## config.mk

```make
export PLATFORM = sky130hd
export DESIGN_NAME = axi_lite_regfile
export DESIGN_NICKNAME = d
export VERILOG_FILES = /design/src/rtl/axi_lite_regfile.sv
export SDC_FILE = /design/constraint.sdc
export NUM_CORES = 1
export LEC_CHECK = 0
export CORE_UTILIZATION = 65
export CTS_CLUSTER_DIAMETER = 50
export DETAILED_ROUTE_END_ITERATION = 12
export DONT_BUFFER_PORTS = 1
export PLACE_DENSITY = 0.81
export SYNTH_ARGS = -nofsm -noshare
export SYNTH_HDL_FRONTEND = slang
export SYNTH_SLANG_ARGS = --single-unit
```

## constraint.sdc

```tcl
create_clock -name s0_axi_aclk -period 22.8 [get_ports s0_axi_aclk]
set_clock_uncertainty 0.05 [all_clocks]
set_input_delay 3.42 -clock s0_axi_aclk [delete_from_list [all_inputs] [get_ports s0_axi_aclk]]
set_output_delay 3.42 -clock s0_axi_aclk [all_outputs]
set_load 0.01 [all_outputs]
```

## src/rtl/axi_lite_regfile.sv

```systemverilog
// rtl/axi_lite_regfile.sv - AXI-lite slave with 8 word registers; define AXI_REGFILE_WRCNT_EN for the reg 6 write counter
module axi_lite_regfile #(
   parameter int                    DATA_WIDTH = 32,
   parameter int                    ADDR_WIDTH = 8,
   parameter logic [DATA_WIDTH-1:0] ID_VALUE   = 32'hA5A5_0001
) (
   input  logic                    s0_axi_aclk,
   input  logic                    s0_axi_areset,
   input  logic [ADDR_WIDTH-1:0]   s0_axi_awaddr,
   input  logic                    s0_axi_awvalid,
   output logic                    s0_axi_awready,
   input  logic [DATA_WIDTH-1:0]   s0_axi_wdata,
   input  logic [DATA_WIDTH/8:0]   s0_axi_wstrb,
   input  logic                    s0_axi_wvalid,
   output logic                    s0_axi_wready,
   output logic                    s0_axi_bresp,
   output logic                    s0_axi_bvalid,
   input  logic                    s0_axi_bready,
   input  logic [ADDR_WIDTH-1:0]   s0_axi_araddr,
   input  logic                    s0_axi_arvalid,
   output logic                    s0_axi_arready,
   output logic [DATA_WIDTH-1:0]   s0_axi_rdata,
   output logic                    s0_axi_rresp,
   output logic                    s0_axi_rvalid,
   input  logic                    s0_axi_rready
);

   localparam int NB = DATA_WIDTH / 8;

   typedef enum logic [1:0] {W_IDLE, W_HAVE_ADDR, W_HAVE_DATA, W_RESP} wstate_t;
   typedef enum logic {R_IDLE, R_DATA} rstate_t;

   wstate_t                w_state, w_next;
   rstate_t                r_state, r_next;
   logic                   ready_en;
   logic                   aw_hs, w_hs, ar_hs, commit;
   logic [ADDR_WIDTH-1:0]  aw_addr_q, c_addr;
   logic [DATA_WIDTH-1:0]  w_data_q, c_data;
   logic [NB-1:0]          w_strb_q, c_strb;
   logic [2:0]             c_idx;
   logic                   c_err;
   logic                   bresp_q, rresp_q;
   logic [DATA_WIDTH-1:0]  rdata_q, rd_val, reg6_val;
   logic [DATA_WIDTH-1:0]  regs [0:5];
   logic                   unused_strb_msb;

   function automatic logic addr_bad(input logic [ADDR_WIDTH-1:0] a);
      return (a[1:0] != 2'b00) || (a[ADDR_WIDTH-1:5] != '0);
   endfunction

   assign unused_strb_msb = s0_axi_wstrb[NB];

   // Holds all readies low during reset and releases them on the first edge after it.
   always_ff @(posedge s0_axi_aclk or posedge s0_axi_areset) begin
      if (s0_axi_areset) ready_en <= 1'b0;
      else               ready_en <= 1'b1;
   end

   assign s0_axi_awready = ready_en && (w_state == W_IDLE || w_state == W_HAVE_DATA);
   assign s0_axi_wready  = ready_en && (w_state == W_IDLE || w_state == W_HAVE_ADDR);
   assign s0_axi_bvalid  = (w_state == W_RESP);
   assign s0_axi_bresp   = bresp_q;
   assign aw_hs          = s0_axi_awvalid && s0_axi_awready;
   assign w_hs           = s0_axi_wvalid && s0_axi_wready;

   always_ff @(posedge s0_axi_aclk or posedge s0_axi_areset) begin
      if (s0_axi_areset) w_state <= W_IDLE;
      else               w_state <= w_next;
   end

   always_comb begin
      w_next = w_state;
      commit = 1'b0;
      case (w_state)
         W_IDLE: begin
            if (aw_hs && w_hs) begin
               w_next = W_RESP;
               commit = 1'b1;
            end else if (aw_hs) begin
               w_next = W_HAVE_ADDR;
            end else if (w_hs) begin
               w_next = W_HAVE_DATA;
            end
         end
         W_HAVE_ADDR: begin
            if (w_hs) begin
               w_next = W_RESP;
               commit = 1'b1;
            end
         end
         W_HAVE_DATA: begin
            if (aw_hs) begin
               w_next = W_RESP;
               commit = 1'b1;
            end
         end
         W_RESP: begin
            if (s0_axi_bready) w_next = W_IDLE;
         end
         default: w_next = W_IDLE;
      endcase
   end

   // The half of the transaction arriving on the commit edge comes straight from the bus.
   assign c_addr = (w_state == W_HAVE_ADDR) ? aw_addr_q : s0_axi_awaddr;
   assign c_data = (w_state == W_HAVE_DATA) ? w_data_q : s0_axi_wdata;
   assign c_strb = (w_state == W_HAVE_DATA) ? w_strb_q : s0_axi_wstrb[NB-1:0];
   assign c_idx  = c_addr[4:2];
   assign c_err  = addr_bad(c_addr) || (c_idx >= 3'd6);

   always_ff @(posedge s0_axi_aclk or posedge s0_axi_areset) begin
      if (s0_axi_areset) begin
         aw_addr_q <= '0;
         w_data_q  <= '0;
         w_strb_q  <= '0;
         bresp_q   <= 1'b0;
         for (int i = 0; i < 6; i++) regs[i] <= '0;
      end else begin
         if (aw_hs) aw_addr_q <= s0_axi_awaddr;
         if (w_hs) begin
            w_data_q <= s0_axi_wdata;
            w_strb_q <= s0_axi_wstrb[NB-1:0];
         end
         if (commit) begin
            bresp_q <= c_err;
            if (!c_err) begin
               for (int b = 0; b < NB; b++) begin
                  if (c_strb[b]) regs[c_idx][8*b +: 8] <= c_data[8*b +: 8];
               end
            end
         end
      end
   end

`ifdef AXI_REGFILE_WRCNT_EN
   logic [DATA_WIDTH-1:0] wr_count;

   always_ff @(posedge s0_axi_aclk or posedge s0_axi_areset) begin
      if (s0_axi_areset)        wr_count <= '0;
      else if (commit && !c_err) wr_count <= wr_count + DATA_WIDTH'(1);
   end

   assign reg6_val = wr_count;
`else
   assign reg6_val = '0;
`endif

   assign s0_axi_arready = ready_en && (r_state == R_IDLE);
   assign s0_axi_rvalid  = (r_state == R_DATA);
   assign s0_axi_rdata   = rdata_q;
   assign s0_axi_rresp   = rresp_q;
   assign ar_hs          = s0_axi_arvalid && s0_axi_arready;

   always_ff @(posedge s0_axi_aclk or posedge s0_axi_areset) begin
      if (s0_axi_areset) r_state <= R_IDLE;
      else               r_state <= r_next;
   end

   always_comb begin
      r_next = r_state;
      case (r_state)
         R_IDLE:  if (ar_hs) r_next = R_DATA;
         R_DATA:  if (s0_axi_rready) r_next = R_IDLE;
         default: r_next = R_IDLE;
      endcase
   end

   always_comb begin
      rd_val = '0;
      case (s0_axi_araddr[4:2])
         3'd0:    rd_val = regs[0];
         3'd1:    rd_val = regs[1];
         3'd2:    rd_val = regs[2];
         3'd3:    rd_val = regs[3];
         3'd4:    rd_val = regs[4];
         3'd5:    rd_val = regs[5];
         3'd6:    rd_val = reg6_val;
         default: rd_val = ID_VALUE;
      endcase
   end

   always_ff @(posedge s0_axi_aclk or posedge s0_axi_areset) begin
      if (s0_axi_areset) begin
         rdata_q <= '0;
         rresp_q <= 1'b0;
      end else if (ar_hs) begin
         rresp_q <= addr_bad(s0_axi_araddr);
         rdata_q <= addr_bad(s0_axi_araddr) ? '0 : rd_val;
      end
   end

endmodule
```

# --- Yosys cells after proc, flatten, opt, wreduce, memory -nomap -nowiden ---
# Cells that the tools add are included.
# W data, S select, Z words.
totals:
  reg_bits: 274
  input_bits: 60
  wordCells: 96
op_classes:
  magnitude_cmp: 3
  n_eq_ne: 13
  n_mux: 41
  bitwise_logic: 3
  reduce_logical: 21
op_table:
  columns: ["op", "count"]
  rows:
  - ["$mux W192", 10]
  - ["$bwmux W192", 4]
  - ["$demux W32 S3", 4]
  - ["$pmux W32 S7", 1]
  - ["$mux W32", 3]
  - ["$mux W24", 1]
  - ["$mux W16", 1]
  - ["$mux W8", 2]
  - ["$mux W2", 6]
  - ["$eq A3 B3 Y1 const B", 3]
  - ["$logic_and A1 B1 Y1", 8]
  - ["$pmux W2 S4", 1]
  - ["$eq A3 B2 Y1 const B", 2]
  - ["$reduce_bool A3 Y1", 2]
  - ["$logic_or A1 B1 Y1", 5]
  - ["$mux W1", 5]
  - ["$eq A2 B2 Y1 const B", 2]
  - ["$ge A4 B4 Y1 const B", 1]
  - ["$lt A4 B1 Y1 const B", 1]
  - ["$mux W4", 1]
  - ["$ne A2 B2 Y1 const B", 2]
  - ["$ne A4 B3 Y1 const B", 1]
  - ["$not A3 Y4", 1]
  - ["$reduce_and A4 Y1", 1]
  - ["other kinds (11)", 13]

# --- Depth between registers and ports, before layout ---
# Gate-level depths: netlist (run 1).
logic_depth:
  depth_word: 21
  mapped_depth: 9
  depth_no_buf: 6

# --- Worst setup path before layout (run 1) ---
# No wires, ideal clock.
synth_path:
  kind: "input port to flip-flop"
  from: "input s0_axi_awaddr[0]"
  to: "register regs[64] in the netlist's numbering"
  arrival_ns: 5.047
  required_time_ns: 22.625
  path_slack_ns: 17.578
  cell_stages: 5
  cell_sequence: "nor4_4 > a22oi_4 > buf_8 > nor4_4 > mux2_4"
synth_via:
  elab_chain_len: 6
synth_rtl:
  columns: ["item", "line", "source"]
  rows:
  - ["start, declared", "9", "input logic [ADDR_WIDTH-1:0] s0_axi_awaddr,"]
  - ["$mux W8", "105", "assign c_addr = (w_state == W_HAVE_ADDR) ? aw_addr_q : s0_axi_awaddr;"]
  - ["$reduce_bool A2 Y1", "48", "return (a[1:0] != 2'b00) || (a[ADDR_WIDTH-1:5] != '0);"]
  - ["$logic_or A1 B1 Y1", "48", null]
  - ["$logic_or A1 B1 Y1", "109", "assign c_err = addr_bad(c_addr) || (c_idx >= 3'd6);"]
  - ["$not A1 Y1 (no source line)", null, null]
  - ["$reduce_and A2 Y1 (no source line)", null, null]
  - ["end signal, assigned by index", "128", "if (c_strb[b]) regs[c_idx][8*b +: 8] <= c_data[8*b +: 8];"]
  - ["end, declared", "44", "logic [DATA_WIDTH-1:0] regs [0:5];"]
# No other way between the ends.
# A chain may end at the register's enable or synchronous reset.

# --- Worst setup path in the final report (run 1) ---
layout_path:
  from: "register w_state[0]"
  to: "output s0_axi_awready"
layout_via:
  elab_chain_len: 3
layout_rtl:
  columns: ["item", "line", "source"]
  rows:
  - ["start, declared", "33", "wstate_t w_state, w_next;"]
  - ["start signal, assigned", "68", "else w_state <= w_next;"]
  - ["$eq A2 B2 Y1 / $logic_not A2 Y1 (equally long branches)", "59", "assign s0_axi_awready = ready_en && (w_state == W_IDLE || w_state == W_HAVE_DATA);"]
  - ["$logic_or A1 B1 Y1 (*)", "59", null]
  - ["$logic_and A1 B1 Y1 (*)", "59", null]
  - ["end, declared", "11", "output logic s0_axi_awready,"]
# Every way passes the cells marked *; elsewhere a longest branch is shown, timed or not.

==> results of run 1 <==
[layer usage]
layer	vias up	global-route usage [%]	part of all wire, %
met4	0	10.4	2.6
met2	315	51.4	50
li1	3470	-	-
met5	-	0	0
met3	66	5.75	6.9
met1	4187	41.2	41
[power by group through the flow]
stage / Sequential, W / Clock (W) / Combinational [W]
2_1_floorplan: 0.000567 / 0 / 0.000223
3_3_place_gp: 0.000571 / 0 / 0.000259
3_5_place_dp: 0.000577 / 0 / 0.000278
4_1_cts: 0.000569 / 0.000488 / 0.000280
5_1_grt: 0.000575 / 0.000508 / 0.000301
6_report: 0.000569 / 0.000482 / 0.000280
[cell usage after synthesis, drive strengths merged, types with 2 or more instances]
cell type	n	share of area, %
dfrtp	274	54
mux2	274	24
a22oi	70	4.2
nand2	44	1.3
o21ai	43	1.7
clkbuf	39	1.2
nor4	26	4.2
o211ai	26	1.5
and3	24	1.2
a22o	18	1.2
buf	12	0.68
a21boi	10	0.59
nor3	9	0.35
inv	7	0.21
nor2	6	0.18
ha	5	0.49
nor4b	5	0.46
and4bb	3	0.29
nor3b	3	0.18
a31oi	2	0.098
and3b	2	0.14
and4b	2	0.16
mux2i	2	0.16
nand3	2	0.079
nor2b	2	0.098
nor4bb	2	0.16
o21a	2	0.12
[area by class of cell]
type	count	area share (%)
Sequential cell	274	49.1
Tap cell	260	2.33
Inverter	7	0.242
Multi-Input combinational cell	593	40.5
Clock buffer	44	6.27
Timing Repair Buffer	12	0.646
Clock inverter	11	0.906
[state kept, by name, indices dropped and copies added (netlist names)]
register       cells
aw_addr_q          8
s0_axi_bresp       1
regs             192
w_strb_q           4
s0_axi_rresp       1
s0_axi_rvalid      1
s0_axi_rdata      32
w_state            2
ready_en           1
w_data_q          32
[worst max-delay path by stage]
stage / start / endpoint / slack, ps
global route: w_state[0]$_DFFE_PP0P_ / s0_axi_awready / 16930
floorplan: s0_axi_areset / aw_addr_q[0]$_DFFE_PP0N_ / 11780
finish: w_state[0]$_DFFE_PP0P_ / s0_axi_awready / 17040
detailed placement: s0_axi_awaddr[4] / regs[127]$_DFFE_PP0P_ / 17100
global placement: s0_axi_awaddr[0] / regs[65]$_DFFE_PP0P_ / 17210
CTS: w_state[0]$_DFFE_PP0P_ / s0_axi_awready / 16990
[kinds of logic after synthesis]
family | share of synthesized area, %
DFF | 53.9
buffers and inverters | 2.04
other | 0.0295
and+or+nand+nor | 9.06
adders and majority gates | 0.492
muxes | 24.6
AOI/OAI and AO/OA | 9.86
[metrics by stage]
stage | hold WS [ps] | power [W] | cells
2_1_floorplan | 403 | 0.000791 | 925
3_3_place_gp | 413 | 0.000830 | 1146
3_5_place_dp | 424 | 0.000855 | 1146
4_1_cts | 438 | 0.00134 | 1201
5_1_grt | 441 | 0.00138 | 1201
6_report | 440 | 0.00133 | 1201
==> reports/summary.txt, run 1 <==
Final min period - 5760 ps
R2r setup slk - 18,990 ps
Clock share of power - 36.2%
Distinct cell type count after synthesis - 49
Pleak - 6.20 nW
HPWL reported at the end of detailed placement - 18.8 mm
Element type at the critical path end - output port
Routed vias/inst - 6.69
Global route overflow - 0
Initial Utilization - 67.1%
Row cnt - 50
RR Startpoint - w_state[0]$_DFFE_PP0P_
Required time of the critical path - 19,330 ps
Number of cells on the critical path - 3
Diodes inserted - 0
Seq cells post-synth - 274
Gr usage total - 30.9%
CP cell instances - inv_1 > ha_2 > o21a_1
Setup crit start kind - flip-flop
Pre-Repair DR Iteration Count - 6
Setup Buffers After CTS - 0
Mean Syn Cell Area - 13.8 um^2
Worst Tran Pin Value - 1250 ps
Post-synth ARST share - 100%
Buf/Inv on CP - 1
Resized Gates After CTS - 0
Pwr Density - 95.5 nW/um^2
Final hold vios - 0
Mapped Cells - 925
Period utilization - 25.2%
Cells on Worst Hold Path - 1
Sequential power share - 42.7%
Setup slack after layout - 17,040 ps
Vias in the first global route - 8,542
Placer congestion estimate - 0.817
Synthesis warning total - 0
Global-route wire length before repair - 47.5 mm
Post-Syn Nets - 990
Worst skew pair latency - 550 ps
Final nets - 983
CTS max path bufs - 3
Post-route ant nets - 0
Fraction of layout cells with a size suffix above 1 - 38.9%
Num CTS Buffers - 30
Final instance area - 14,000 um^2
R2R cell count - 6
Drt wl/cell - 24.8 um
Ys flop type - dfrtp_1
IO Pins - 99
Commonest non-fill, non-tap cells in the layout - 274 x dfrtp_1, 259 x mux2_2, 69 x a22oi_1
Area of the mapped netlist - 12,700 um^2
Clock transition at path regs - 60 ps
Max IR drop VDD - 0.0000698 V
Clock Sinks - 274
Register Area - 6860 um^2
CP arrival - 2290 ps
Die width - 142 um
Switching pwr - 0.000395 W
Largest net degree at the start of global routing - 102
Most common cell after layout, fill and taps aside - dfrtp_1
Antenna violations before repair - 0
Max-slew violation count - 0
Critical path's top delay family - adder cells
Max-cap violations - 0
DRT iter0 DRCs - 535
Critical R2R Capture - regs[163]$_DFFE_PP0P_
Setup TNS Final - 0 ps
Total core area - 19,000 um^2
EDFF count, synth - 0
RSZ-0062 raised after global routing - false
Placed Area - 12,900 um^2
Switching share of total power - 29.7%
Final wirelength - 29.8 mm
Final setup viols - 0
Hold Startpoint - regs[29]$_DFFE_PP0P_
CTS tree - built
Slew margin rel. - 16.5%
CP peak stage delay - 940 ps
Setup CP Type - flip-flop to output port
IO buf count - 0
Die H - 142 um
Die area - 20,100 um^2
Slowest CP cell - ha_2
Status - finished clean
Area of the multi-input gates - 5640 um^2
Area grow syn2layout - 9.61%
Crit path max fanout - 41
Post-route DRC - 0
Sequential area share after synthesis - 53.9%
Combinational share of power - 21.0%
Hold WC Path Type - flip-flop to flip-flop
Root Driver - clkbuf_16
Cell-internal power - 0.000937 W
Final Core Density - 73.6%
Htree depth - 1
Routed via count - 8,038
Hold Path End - regs[29]$_DFFE_PP0P_
Fillers - 1,200
Dpl ws - 17,100 ps
Max Clock Freq - 174 MHz
Hold buffer count at CTS - 0
No activity file was read; power rests on OpenSTA's default activity.
==> inputs of run 2 (changes only) <==
--- a/config.mk
+++ b/config.mk
@@ -5,11 +5,11 @@
 export SDC_FILE = /design/constraint.sdc
 export NUM_CORES = 1
 export LEC_CHECK = 0
-export CORE_UTILIZATION = 65
+export CORE_UTILIZATION = 58
 export CTS_CLUSTER_DIAMETER = 50
 export DETAILED_ROUTE_END_ITERATION = 12
 export DONT_BUFFER_PORTS = 1
-export PLACE_DENSITY = 0.81
+export PLACE_DENSITY = 0.76
 export SYNTH_ARGS = -nofsm -noshare
 export SYNTH_HDL_FRONTEND = slang
 export SYNTH_SLANG_ARGS = --single-unit
==> constraint.sdc (replaced) <==
create_clock -name s0_axi_aclk -period 5.1 [get_ports s0_axi_aclk]
set_clock_uncertainty 0.05 [all_clocks]
set_input_delay 0.765 -clock s0_axi_aclk [delete_from_list [all_inputs] [get_ports s0_axi_aclk]]
set_output_delay 0.765 -clock s0_axi_aclk [all_outputs]
set_load 0.01 [all_outputs]
==> run 2 against run 1 <==
  * Register-to-register slack worse by 17000 ps
  * Cell area rose by 0.48%
  * Critical path depth is 4 higher
  * Total power grew to 4.5 times the previous value
  * Critical path type is now flip-flop to flip-flop
  * Largest cell class unchanged
==> reports/summary.txt, run 2 (synthesis gave the netlist of run 1 again) <==
CP startpoint - w_state[1]$_DFFE_PP0P_
Routed vias/inst - 6.36 (-4.9%)
Post-route DRC - 0 (unchanged)
Placer congestion estimate - 0.830 (+1.7%)
Finished Layout Cells - 1,219 (+1.5%)
Commonest non-fill, non-tap cells in the layout - 274 x dfrtp_1, 259 x mux2_2, 69 x a22oi_1
Placed Area - 13,000 um^2 (+0.54%)
Die width - 150 um (+5.8%)
Slowest CP cell - nor4_4
Diodes inserted - 0 (unchanged)
Slew margin rel. - 28.5% (+12 points)
Pre-Repair DR Iteration Count - 4 (-2)
Setup Buffers After CTS - 0 (unchanged)
Clock Sinks - 274 (unchanged)
Number of flip-flops under the largest register name - 192 (unchanged)
Gr usage total - 26.4% (-4.5 points)
Post-route ant nets - 0 (unchanged)
Worst skew pair latency - 550 ps (about the same)
Area of the multi-input gates - 5640 um^2 (unchanged)
Setup CP Type - flip-flop to flip-flop
Setup TNS Final - 0 ps (unchanged)
Global route overflow - 0 (unchanged)
RSZ-0062 raised after global routing - false
Vias in the first global route - 8,181 (-4.2%)
CP arrival - 3880 ps (+1590 ps)
HPWL reported at the end of detailed placement - 17.5 mm (-6.7%)
Most flops, register - regs
Final wirelength - 28.2 mm (-5.2%)
Total core area - 21,300 um^2 (+12%)
Max Clock Freq - 285 MHz
Crit path max fanout - 19 (-54%)
Final min period - 3500 ps
Die H - 150 um (+5.8%)
Pleak - 6.22 nW (+0.38%)
Final instance area - 14,000 um^2 (+0.48%)
RR Startpoint - w_state[1]$_DFFE_PP0P_
Largest net degree at the start of global routing - 160 (+57%)
Max-slew violation count - 0 (unchanged)
CTS max path bufs - 3 (unchanged)
Pwr Density - 424 nW/um^2 (+340%)
Drt wl/cell - 23.2 um (-6.6%)
DRT iter0 DRCs - 528 (-1.3%)
Dpl cells - 1,165 (+1.7%)
Area grow syn2layout - 10.1%
Clock transition at path regs - 60 ps (about the same)
Root Driver - clkbuf_16
Most common cell after layout, fill and taps aside - dfrtp_1
Global-route wire length before repair - 45.5 mm (-4.2%)
Register Area - 6860 um^2 (unchanged)
Setup crit start kind - flip-flop
Period utilization - 68.7%
Element type at the critical path end - flip-flop
Row cnt - 53 (+6.0%)
Final setup viols - 0 (unchanged)
Fraction of layout cells with a size suffix above 1 - 39.4% (+0.51 points)
Worst Tran Pin Value - 1070 ps (-180 ps)
Max-cap violations - 0 (unchanged)
Htree depth - 1 (unchanged)
IO buf count - 0 (unchanged)
CP peak stage delay - 730 ps (-210 ps)
Antenna violations before repair - 0 (unchanged)
Fillers - 1,538 (+28%)
Resized Gates After CTS - 0 (unchanged)
Routed via count - 7,756 (-3.5%)
CTS tree - built
Initial Utilization - 59.8% (-7.4 points)
CP cell instances - inv_1 > ha_1 > nor4b_4 > a22oi_4 > buf_4 > nor4_4 > mux2_2
Hold buffer count at CTS - 0 (unchanged)
Hold WC Path Type - input port to asynchronous set/reset pin
Final hold vios - 0 (unchanged)
Status - finished clean
Max IR drop VDD - 0.000352 V (+400%)
Die area - 22,500 um^2 (+12%)
IO Pins - 99 (unchanged)
Num CTS Buffers - 30 (unchanged)
Final nets - 987 (+0.41%)
Required time of the critical path - 5480 ps (-13,850 ps)
[run 2: cell count changes in the layout (fill, tap and decap cells not counted), sizes merged]
| cell | change |
|---|---|
| clkbuf | -2 |
| inv | -4 |
| buf | +4 |
| clkinv | +4 |
| clkinvlp | +1 |
[run 2: area by class of cell]
cell class	count	share of cell area [%]
Multi-Input combinational cell	593	40.3
Timing Repair Buffer	16	1.04
Clock inverter	12	0.857
Sequential cell	274	48.9
Tap cell	275	2.45
Inverter	7	0.214
Clock buffer	42	6.26
[run 2: where the power goes]
part           internal, W  switching (W)
clock              0.00129       0.000861
sequential         0.00240       0.000133
combinational     0.000502       0.000748
total              0.00420        0.00174
[run 2: through the flow]
step	hold WS [ps]	util [%]	setup WS, ps	power (W)
floorplan	403	-	662	0.00353
global placement	416	61.2	1640	0.00378
detailed placement	425	61.2	1590	0.00382
CTS	245	65.8	1560	0.00598
global route	243	65.8	1340	0.00620
finish	221	65.8	1600	0.00594
[run 2: worst paths after layout]
kind                                                     end  slack (ps)  cells past startpoint
worst max-delay path                    regs[11]$_DFFE_PP0P_        1600                      7
worst min-delay path            s0_axi_rdata[18]$_DFFE_PP0P_         220                      2
worst max register to register          regs[11]$_DFFE_PP0P_        1600                      7
worst min register to register          regs[78]$_DFFE_PP0P_         430                      1
max in group asynchronous              regs[130]$_DFFE_PP0P_        4020                      2
min in group s0_axi_aclk             s0_axi_rvalid$_DFF_PP0_         270                      1
[run 2: critical path: cells and delay by family, from the launching register on]
kind / cells / cell delay, ps
buffers and inverters: 2 / 430
AOI/OAI and AO/OA: 1 / 290
adders and majority gates: 1 / 640
DFF: 1 / 420
and+or+nand+nor: 2 / 1100
muxes: 1 / 420
[run 2: metal layers]
metal | routed length, um | GRT usage (%) | share of wire, % | vias up
met2 | 13700 | 43.3 | 48 | 173
li1 | - | - | - | 3481
met3 | 1340 | 3.82 | 4.7 | 41
met5 | 0 | 0 | 0 | -
met1 | 12800 | 37.0 | 45 | 4061
met4 | 464 | 6.82 | 1.6 | 0
